--- config.mk ---
export PLATFORM = sky130hd
export DESIGN_NAME = ex_muldiv_flat
export DESIGN_NICKNAME = d
export VERILOG_FILES = /design/src/rtl/ex_muldiv_pkg.sv /design/src/rtl/ex_muldiv_if.sv /design/src/rtl/ex_muldiv_core.sv /design/src/rtl/ex_muldiv.sv /design/src/flat_wrapper.sv
export SDC_FILE = /design/constraint.sdc
export NUM_CORES = 1
export LEC_CHECK = 0
export CORE_MARGIN = 2
export CORE_UTILIZATION = 45
export DETAILED_ROUTE_END_ITERATION = 6
export PLACE_DENSITY = 0.6
export SLEW_MARGIN = 20
export SYNTH_ARGS = -nofsm -noshare
export SYNTH_HDL_FRONTEND = slang
export SYNTH_SLANG_ARGS = --single-unit
--- constraint.sdc ---
create_clock -name clk -period 7.21 [get_ports clk]
set_input_delay 0.721 -clock clk [delete_from_list [all_inputs] [get_ports clk]]
set_output_delay 0.721 -clock clk [all_outputs]
set_load 0.005 [all_outputs]
--- src/rtl/ex_muldiv_pkg.sv ---
// Shared constants for the EX-stage RV32M multiply/divide unit.
package ex_muldiv_pkg;

    localparam int unsigned MD_XLEN        = 32;
    localparam int unsigned MD_ITER        = 32;
    localparam int unsigned REG_ADDR_WIDTH = 5;

    localparam logic [6:0] FUNCT7_MULDIV = 7'b0000001;

    localparam logic [2:0] MULDIV_MUL    = 3'b000;
    localparam logic [2:0] MULDIV_MULH   = 3'b001;
    localparam logic [2:0] MULDIV_MULHSU = 3'b010;
    localparam logic [2:0] MULDIV_MULHU  = 3'b011;
    localparam logic [2:0] MULDIV_DIV    = 3'b100;
    localparam logic [2:0] MULDIV_DIVU   = 3'b101;
    localparam logic [2:0] MULDIV_REM    = 3'b110;
    localparam logic [2:0] MULDIV_REMU   = 3'b111;

    localparam logic [1:0] MD_IDLE = 2'd0;
    localparam logic [1:0] MD_CALC = 2'd1;
    localparam logic [1:0] MD_FAST = 2'd2;
    localparam logic [1:0] MD_DONE = 2'd3;

endpackage

--- src/rtl/ex_muldiv_if.sv ---
// ID/EX-to-muldiv request and EX/MEM-facing result/stall signals.
interface ex_muldiv_if
    import ex_muldiv_pkg::*;
#(
    parameter int unsigned XLEN = MD_XLEN
);
    logic                      start;
    logic [2:0]                funct3;
    logic [XLEN-1:0]           op_a;
    logic [XLEN-1:0]           op_b;
    logic [REG_ADDR_WIDTH-1:0] rd_in;
    logic                      flush;
    logic                      stall;
    logic                      done;
    logic [XLEN-1:0]           result;
    logic [REG_ADDR_WIDTH-1:0] rd_out;

    modport master (
        output start, funct3, op_a, op_b, rd_in, flush,
        input  stall, done, result, rd_out
    );

    modport slave (
        input  start, funct3, op_a, op_b, rd_in, flush,
        output stall, done, result, rd_out
    );
endinterface

--- src/rtl/ex_muldiv_core.sv ---
// Unsigned iterative datapath: shift-add multiply / restoring divide, one bit per cycle.
module muldiv_core #(
    parameter int unsigned XLEN = 32,
    parameter int unsigned ITER = 32
) (
    input  logic              clk,
    input  logic              rst,
    input  logic              load,
    input  logic              step,
    input  logic              is_div,
    input  logic [XLEN-1:0]   a_mag,
    input  logic [XLEN-1:0]   b_mag,
    output logic [2*XLEN-1:0] acc_next,
    output logic              last
);
    localparam int unsigned CNT_W = $clog2(ITER);

    logic [2*XLEN-1:0] acc;
    logic [XLEN-1:0]   b_reg;
    logic              div_r;
    logic [CNT_W-1:0]  cnt;
    logic [XLEN:0]     sum;
    logic [XLEN:0]     trial;

    // acc = {hi, lo}; lo starts as multiplier/dividend, hi collects product/remainder
    always_comb begin
        sum      = '0;
        trial    = '0;
        acc_next = acc;
        if (div_r) begin
            trial = acc[2*XLEN-1:XLEN-1] - {1'b0, b_reg};
            if (!trial[XLEN])
                acc_next = {trial[XLEN-1:0], acc[XLEN-2:0], 1'b1};
            else
                acc_next = {acc[2*XLEN-2:0], 1'b0};
        end else begin
            sum      = {1'b0, acc[2*XLEN-1:XLEN]} + (acc[0] ? {1'b0, b_reg} : '0);
            acc_next = {sum, acc[XLEN-1:1]};
        end
    end

    assign last = (cnt == CNT_W'(ITER - 1));

    always_ff @(posedge clk or negedge rst) begin
        if (!rst) begin
            acc   <= '0;
            b_reg <= '0;
            div_r <= 1'b0;
            cnt   <= '0;
        end else if (load) begin
            acc   <= {{XLEN{1'b0}}, a_mag};
            b_reg <= b_mag;
            div_r <= is_div;
            cnt   <= '0;
        end else if (step) begin
            acc   <= acc_next;
            cnt   <= cnt + CNT_W'(1);
        end
    end
endmodule

--- src/rtl/ex_muldiv.sv ---
// RV32M multiply/divide for the EX stage: FSM, sign handling, special cases, stall.
module ex_muldiv
    import ex_muldiv_pkg::*;
#(
    parameter int unsigned XLEN = MD_XLEN,
    parameter int unsigned ITER = MD_ITER
) (
    input  logic       clk,
    input  logic       rst,
    ex_muldiv_if.slave bus
);
    logic [1:0]                state, state_nxt;
    logic [2:0]                f3_r;
    logic [REG_ADDR_WIDTH-1:0] rd_r;
    logic                      neg_q, neg_r;
    logic [XLEN-1:0]           spec_r;

    logic              accept, a_signed, b_signed, a_neg, b_neg;
    logic              div_zero, ovf, is_special;
    logic [XLEN-1:0]   a_mag, b_mag, spec_val, final_res;
    logic [2*XLEN-1:0] acc_next, prod;
    logic              last;

    assign accept   = (state == MD_IDLE) && bus.start && !bus.flush;
    assign a_signed = (bus.funct3 == MULDIV_MULH) || (bus.funct3 == MULDIV_MULHSU) ||
                      (bus.funct3 == MULDIV_DIV)  || (bus.funct3 == MULDIV_REM);
    assign b_signed = (bus.funct3 == MULDIV_MULH) || (bus.funct3 == MULDIV_DIV) ||
                      (bus.funct3 == MULDIV_REM);
    assign a_neg    = a_signed && bus.op_a[XLEN-1];
    assign b_neg    = b_signed && bus.op_b[XLEN-1];
    assign a_mag    = a_neg ? -bus.op_a : bus.op_a;
    assign b_mag    = b_neg ? -bus.op_b : bus.op_b;

    // Cases the iterative divider cannot produce correctly, resolved in one cycle
    assign div_zero   = bus.funct3[2] && (bus.op_b == '0);
    assign ovf        = ((bus.funct3 == MULDIV_DIV) || (bus.funct3 == MULDIV_REM)) &&
                        (bus.op_a == {1'b1, {(XLEN-1){1'b0}}}) && (bus.op_b == '1);
    assign is_special = div_zero || ovf;
    assign spec_val   = div_zero ? (bus.funct3[1] ? bus.op_a : '1)
                                 : (bus.funct3[1] ? '0 : {1'b1, {(XLEN-1){1'b0}}});

    muldiv_core #(.XLEN(XLEN), .ITER(ITER)) u_core (
        .clk      (clk),
        .rst      (rst),
        .load     (accept),
        .step     (state == MD_CALC),
        .is_div   (bus.funct3[2]),
        .a_mag    (a_mag),
        .b_mag    (b_mag),
        .acc_next (acc_next),
        .last     (last)
    );

    // Sign fix-up of the final step; remainder follows the dividend's sign
    assign prod = neg_q ? -acc_next : acc_next;
    always_comb begin
        final_res = '0;
        if (!f3_r[2])
            final_res = (f3_r == MULDIV_MUL) ? prod[XLEN-1:0] : prod[2*XLEN-1:XLEN];
        else if (!f3_r[1])
            final_res = neg_q ? -acc_next[XLEN-1:0] : acc_next[XLEN-1:0];
        else
            final_res = neg_r ? -acc_next[2*XLEN-1:XLEN] : acc_next[2*XLEN-1:XLEN];
    end

    always_ff @(posedge clk or negedge rst) begin
        if (!rst) state <= MD_IDLE;
        else      state <= state_nxt;
    end

    always_comb begin
        state_nxt = state;
        case (state)
            MD_IDLE: if (accept) state_nxt = is_special ? MD_FAST : MD_CALC;
            MD_CALC: begin
                if (bus.flush)  state_nxt = MD_IDLE;
                else if (last)  state_nxt = MD_DONE;
            end
            MD_FAST: state_nxt = bus.flush ? MD_IDLE : MD_DONE;
            MD_DONE: state_nxt = MD_IDLE;
            default: state_nxt = MD_IDLE;
        endcase
    end

    assign bus.stall = accept || (state == MD_CALC) || (state == MD_FAST);

    // Operand context capture and the one-cycle result presentation
    always_ff @(posedge clk or negedge rst) begin
        if (!rst) begin
            f3_r       <= '0;
            rd_r       <= '0;
            neg_q      <= 1'b0;
            neg_r      <= 1'b0;
            spec_r     <= '0;
            bus.done   <= 1'b0;
            bus.result <= '0;
            bus.rd_out <= '0;
        end else begin
            bus.done <= 1'b0;
            if (accept) begin
                f3_r   <= bus.funct3;
                rd_r   <= bus.rd_in;
                neg_q  <= a_neg ^ b_neg;
                neg_r  <= a_neg;
                spec_r <= spec_val;
            end
            if (!bus.flush && (state == MD_CALC) && last) begin
                bus.done   <= 1'b1;
                bus.result <= final_res;
                bus.rd_out <= rd_r;
            end else if (!bus.flush && (state == MD_FAST)) begin
                bus.done   <= 1'b1;
                bus.result <= spec_r;
                bus.rd_out <= rd_r;
            end
        end
    end
endmodule

--- src/flat_wrapper.sv ---
// flat-port wrapper written by rule: the top's interface ports become plain ports
module ex_muldiv_flat import ex_muldiv_pkg::*;
#(
    parameter int unsigned XLEN = MD_XLEN,
    parameter int unsigned ITER = MD_ITER
)
  (clk, rst, bus_start, bus_funct3, bus_op_a, bus_op_b, bus_rd_in, bus_flush, bus_stall, bus_done, bus_result, bus_rd_out);
  ex_muldiv_if #(.XLEN(XLEN)) bus_i ();
  input  logic clk;
  input  logic rst;
  input wire logic [$bits(bus_i.start)-1:0] bus_start;
  input wire logic [$bits(bus_i.funct3)-1:0] bus_funct3;
  input wire logic [$bits(bus_i.op_a)-1:0] bus_op_a;
  input wire logic [$bits(bus_i.op_b)-1:0] bus_op_b;
  input wire logic [$bits(bus_i.rd_in)-1:0] bus_rd_in;
  input wire logic [$bits(bus_i.flush)-1:0] bus_flush;
  output wire logic [$bits(bus_i.stall)-1:0] bus_stall;
  output wire logic [$bits(bus_i.done)-1:0] bus_done;
  output wire logic [$bits(bus_i.result)-1:0] bus_result;
  output wire logic [$bits(bus_i.rd_out)-1:0] bus_rd_out;
  assign bus_i.start = bus_start;
  assign bus_i.funct3 = bus_funct3;
  assign bus_i.op_a = bus_op_a;
  assign bus_i.op_b = bus_op_b;
  assign bus_i.rd_in = bus_rd_in;
  assign bus_i.flush = bus_flush;
  assign bus_stall = bus_i.stall;
  assign bus_done = bus_i.done;
  assign bus_result = bus_i.result;
  assign bus_rd_out = bus_i.rd_out;
  ex_muldiv #(.XLEN(XLEN), .ITER(ITER)) u_core (.clk(clk), .rst(rst), .bus(bus_i));
endmodule
==> run_results.csv <==
group,metric,value,unit
worst_setup_path,cp_data_arrival_time,6.66,ns
finish,final_util,51.4,%
synth,ys_types,89,
cts,cts_tree,"built",
synth,syn_area,17700,um2
global_routing,antenna_found_initial,1,
worst_setup_path,path_buf_inv,1,
detailed_routing,routedWlPerCell,25.3,um
place,place.gp.congestion,0.973,
sta,max_slew_margin,22.9,%
worst_setup_path,crit_family,"compound AO/OA/AOI/OAI gates",
synth,synth_warnings,0,
status,violations,"DRC",
floorplan,fp-row-count,72,
detailed_routing,drtIter0Drc,2100,
cts,cts_hold_buf,0,
detailed_routing,drtPass1Iterations,7,
sta,post-route-period-util,86.9,%
worst_setup_path,crit_type,"flop to flop",
sta,setup_tns,0,ns
finish,drive_gt1_share,5.84,%
worst_setup_path,start_kind,"flop",
floorplan,start_util,45.7,%
cts,htree_num_levels,4,
global_routing,grt-ovfl-total,0,
worst_setup_path,worstReg2RegStart,"u_core.u_core.acc[31]$_DFFE_PN0P_",
synth,ys_seq_elements,183,
finish,nets,2522,
cts,postCtsSetupBuffers,0,
global_routing,grt_max_degree,141,
global_routing,grt_pass1_wl,111000,um
sta,drv_slew,0,
floorplan,fp.dieW,202,um
sta,tightest_slew,1.13,ns
worst_setup_path,worstSetupEndpointType,"flop",
synth,synth_edf_count,0,
synth,synth-seq-area-share,25.9,%
synth,synth_ff_type,"dfrtp_1",
worst_setup_path,critPathSlowestCell,"or4_1",
synth,synth_nets,2481,
worst_setup_path,crit_end,"u_core.bus.result[6]$_DFFE_PN0P_",
synth,synth.area.top_cells,"dfrtp_1, nand2_1, o21ai_0, ha_1, xor2_1",
cts,cts_root_buf,"clkbuf_16",
worst_setup_path,crit_fanout,17,
floorplan,dieArea,40800,um2
synth,synth_top_area_share,25.9,%
worst_setup_path,path_cells,"inv_1, ha_1, fa_1, nor2b_1, o2111a_1, o21ai_4, a21o_1, a31oi_4, nor3_1, a21oi_1, ha_1, o21ai_0, or4_1, or2_2, or3_1, or2_2, o41ai_1, xor2_1, a222oi_1, nor2_1, a31oi_1",
place,place.port_buffers,114,
cts,cts-buffers-inserted,17,
detailed_routing,drc_errors,8,
floorplan,pin_count,115,
synth,async_flop_share,100,%
synth,synth_common_cells,"nand2_1, o21ai_0, nor2_1",
worst_setup_path,reg2reg_slack,0.94,ns
global_routing,grt_pass1_vias,17500,
cts,post_cts_resized,0,
status,status,"finished with violations",
finish,fillerInstances,3885,
sta,setup_viol,0,
place,place_hpwl,56100,um
floorplan,die_h,202,um
synth,avgSynthCellArea,7.58,um2
synth,yosysTopAreaCell,"dfrtp_1",
worst_setup_path,worstRegToRegCells,21,
worst_setup_path,required,7.61,ns
detailed_routing,antenna_left,0,
cts,clk_latency,0.48,ns
finish,areaGrowthSynthToFinish,12.6,%
sta,clock_skew,0.0143,ns
finish,largest_reg_flops,64,
synth,syn-instance-count,2328,
cts,clkSinkCount,183,
cts,clock_path_buffers,2,
worst_hold_path,hold_class,"primary input to async pin",
worst_setup_path,regToRegEndpoint,"u_core.bus.result[6]$_DFFE_PN0P_",
sta,rsz0062_at_grt,"false",
sta,layout_min_cycle_time,6.27,ns
floorplan,core,38600,um2
detailed_routing,vias_per_cell,6.41,
global_routing,grt_usage,35.9,%
worst_setup_path,cp.depth,21,
flow_run,drv_cap,0,
detailed_routing,routed_wirelength,73400,um
cts,clkTransAtPathRegs,0.08,ns
sta,clock.fmax,0.160,GHz
detailed_routing,vias,18600,
worst_setup_path,crit_start,"u_core.u_core.acc[31]$_DFFE_PN0P_",
worst_setup_path,max_stage_delay,0.59,ns
finish,top_register,"u_core.u_core.acc",
synth,yosysMostFrequentCell,"nand2_1",
sta,hold_viol,0,
through the flow:
step	cells	area [um2]	setup slack [ns]	hold slack (ns)
floorplan	2328	17700	1.54	0.425
global placement	2867	19300	1.11	0.455
detailed placement	2868	19300	1.06	0.465
CTS	2900	19900	0.999	0.283
global route	2900	19900	0.585	0.310
finish	2901	19900	0.944	0.279
cells in the final DEF (no fill, tap or decap), types with 8 or more instances in the layout:
master           Yosys  layout
a21o_1              28      28
buf_4                2      50
o21ai_1              8       8
o22ai_1              9       9
and3_1              16      16
and4_1              11      11
xor2_1              95      95
and2_1              46      46
mux2_2              17      17
a31oi_1             48      48
clkbuf_16            0      17
o211ai_1            53      53
nand2_1            299     299
nor2b_1             44      44
o21ai_0            200     200
or3_1               25      25
o21a_1              23      23
dfrtp_1            183     182
a211oi_1            35      35
nor4_1              27      27
nand2b_1            20      19
nor3_1              66      65
a221oi_1             8       8
nor2_1             196     195
ha_1                75      74
inv_1               69      69
a21oi_1            140     140
nand4_1             33      33
clkdlybuf4s50_1      0     113
or2_2               14      13
xnor2_1             83      83
nand3_1             51      51
o31ai_1             61      60
a2111oi_0           10      10
mux2i_1             58      58
kinds of logic after synthesis:
| group | synth area share (%) |
|---|---|
| mux | 4.37 |
| xor+xnor | 8.83 |
| simple gates | 24.0 |
| buf+inv | 4.78 |
| fa+ha+maj | 5.54 |
| flops | 25.9 |
| compound gates | 26.6 |
worst reg2reg max path, delay by kind of cell (launching register included):
kind            cells  cell delay [ns]
compound gates      9             2.39
simple gates        7             2.32
fa+ha+maj           3             0.86
flops               1             0.44
xor+xnor            1             0.12
buf+inv             1             0.07
metal layers:
metal / up-vias / part of all wire (%) / global-route usage [%]
li1: 8549 / - / -
met1: 8983 / 45 / 51.9
met2: 912 / 41 / 51.2
met3: 161 / 10 / 9.46
met4: 0 / 3.6 / 13.2
met5: - / 0 / 0
layout make-up:
class	count	area, um2	area share, %
Tap cell	518	648	3.26
Inverter	69	259	1.30
Antenna cell	1	2.50	0.0126
Multi-Input combinational cell	1933	12300	61.7
Clock buffer	21	460	2.32
Sequential cell	183	4580	23.1
Timing Repair Buffer	165	1540	7.75
Clock inverter	11	114	0.573
how the worst min path moves through the flow:
stage                                     startpoint                           endpoint  slack, ns
after floorplan                                  rst          u_core.bus.done$_DFF_PN0_       0.43
after global placement    u_core.rd_r[3]$_DFFE_PN0P_         u_core.rd_r[3]$_DFFE_PN0P_       0.45
after detailed placement  u_core.rd_r[2]$_DFFE_PN0P_         u_core.rd_r[2]$_DFFE_PN0P_       0.46
after CTS                                        rst  u_core.bus.result[21]$_DFFE_PN0P_       0.28
after global routing                             rst   u_core.bus.rd_out[2]$_DFFE_PN0P_       0.31
final                                            rst   u_core.bus.rd_out[2]$_DFFE_PN0P_       0.28
Power is not shown: default switching activity piles up to over one toggle a cycle in this logic, so the estimate is an artifact.
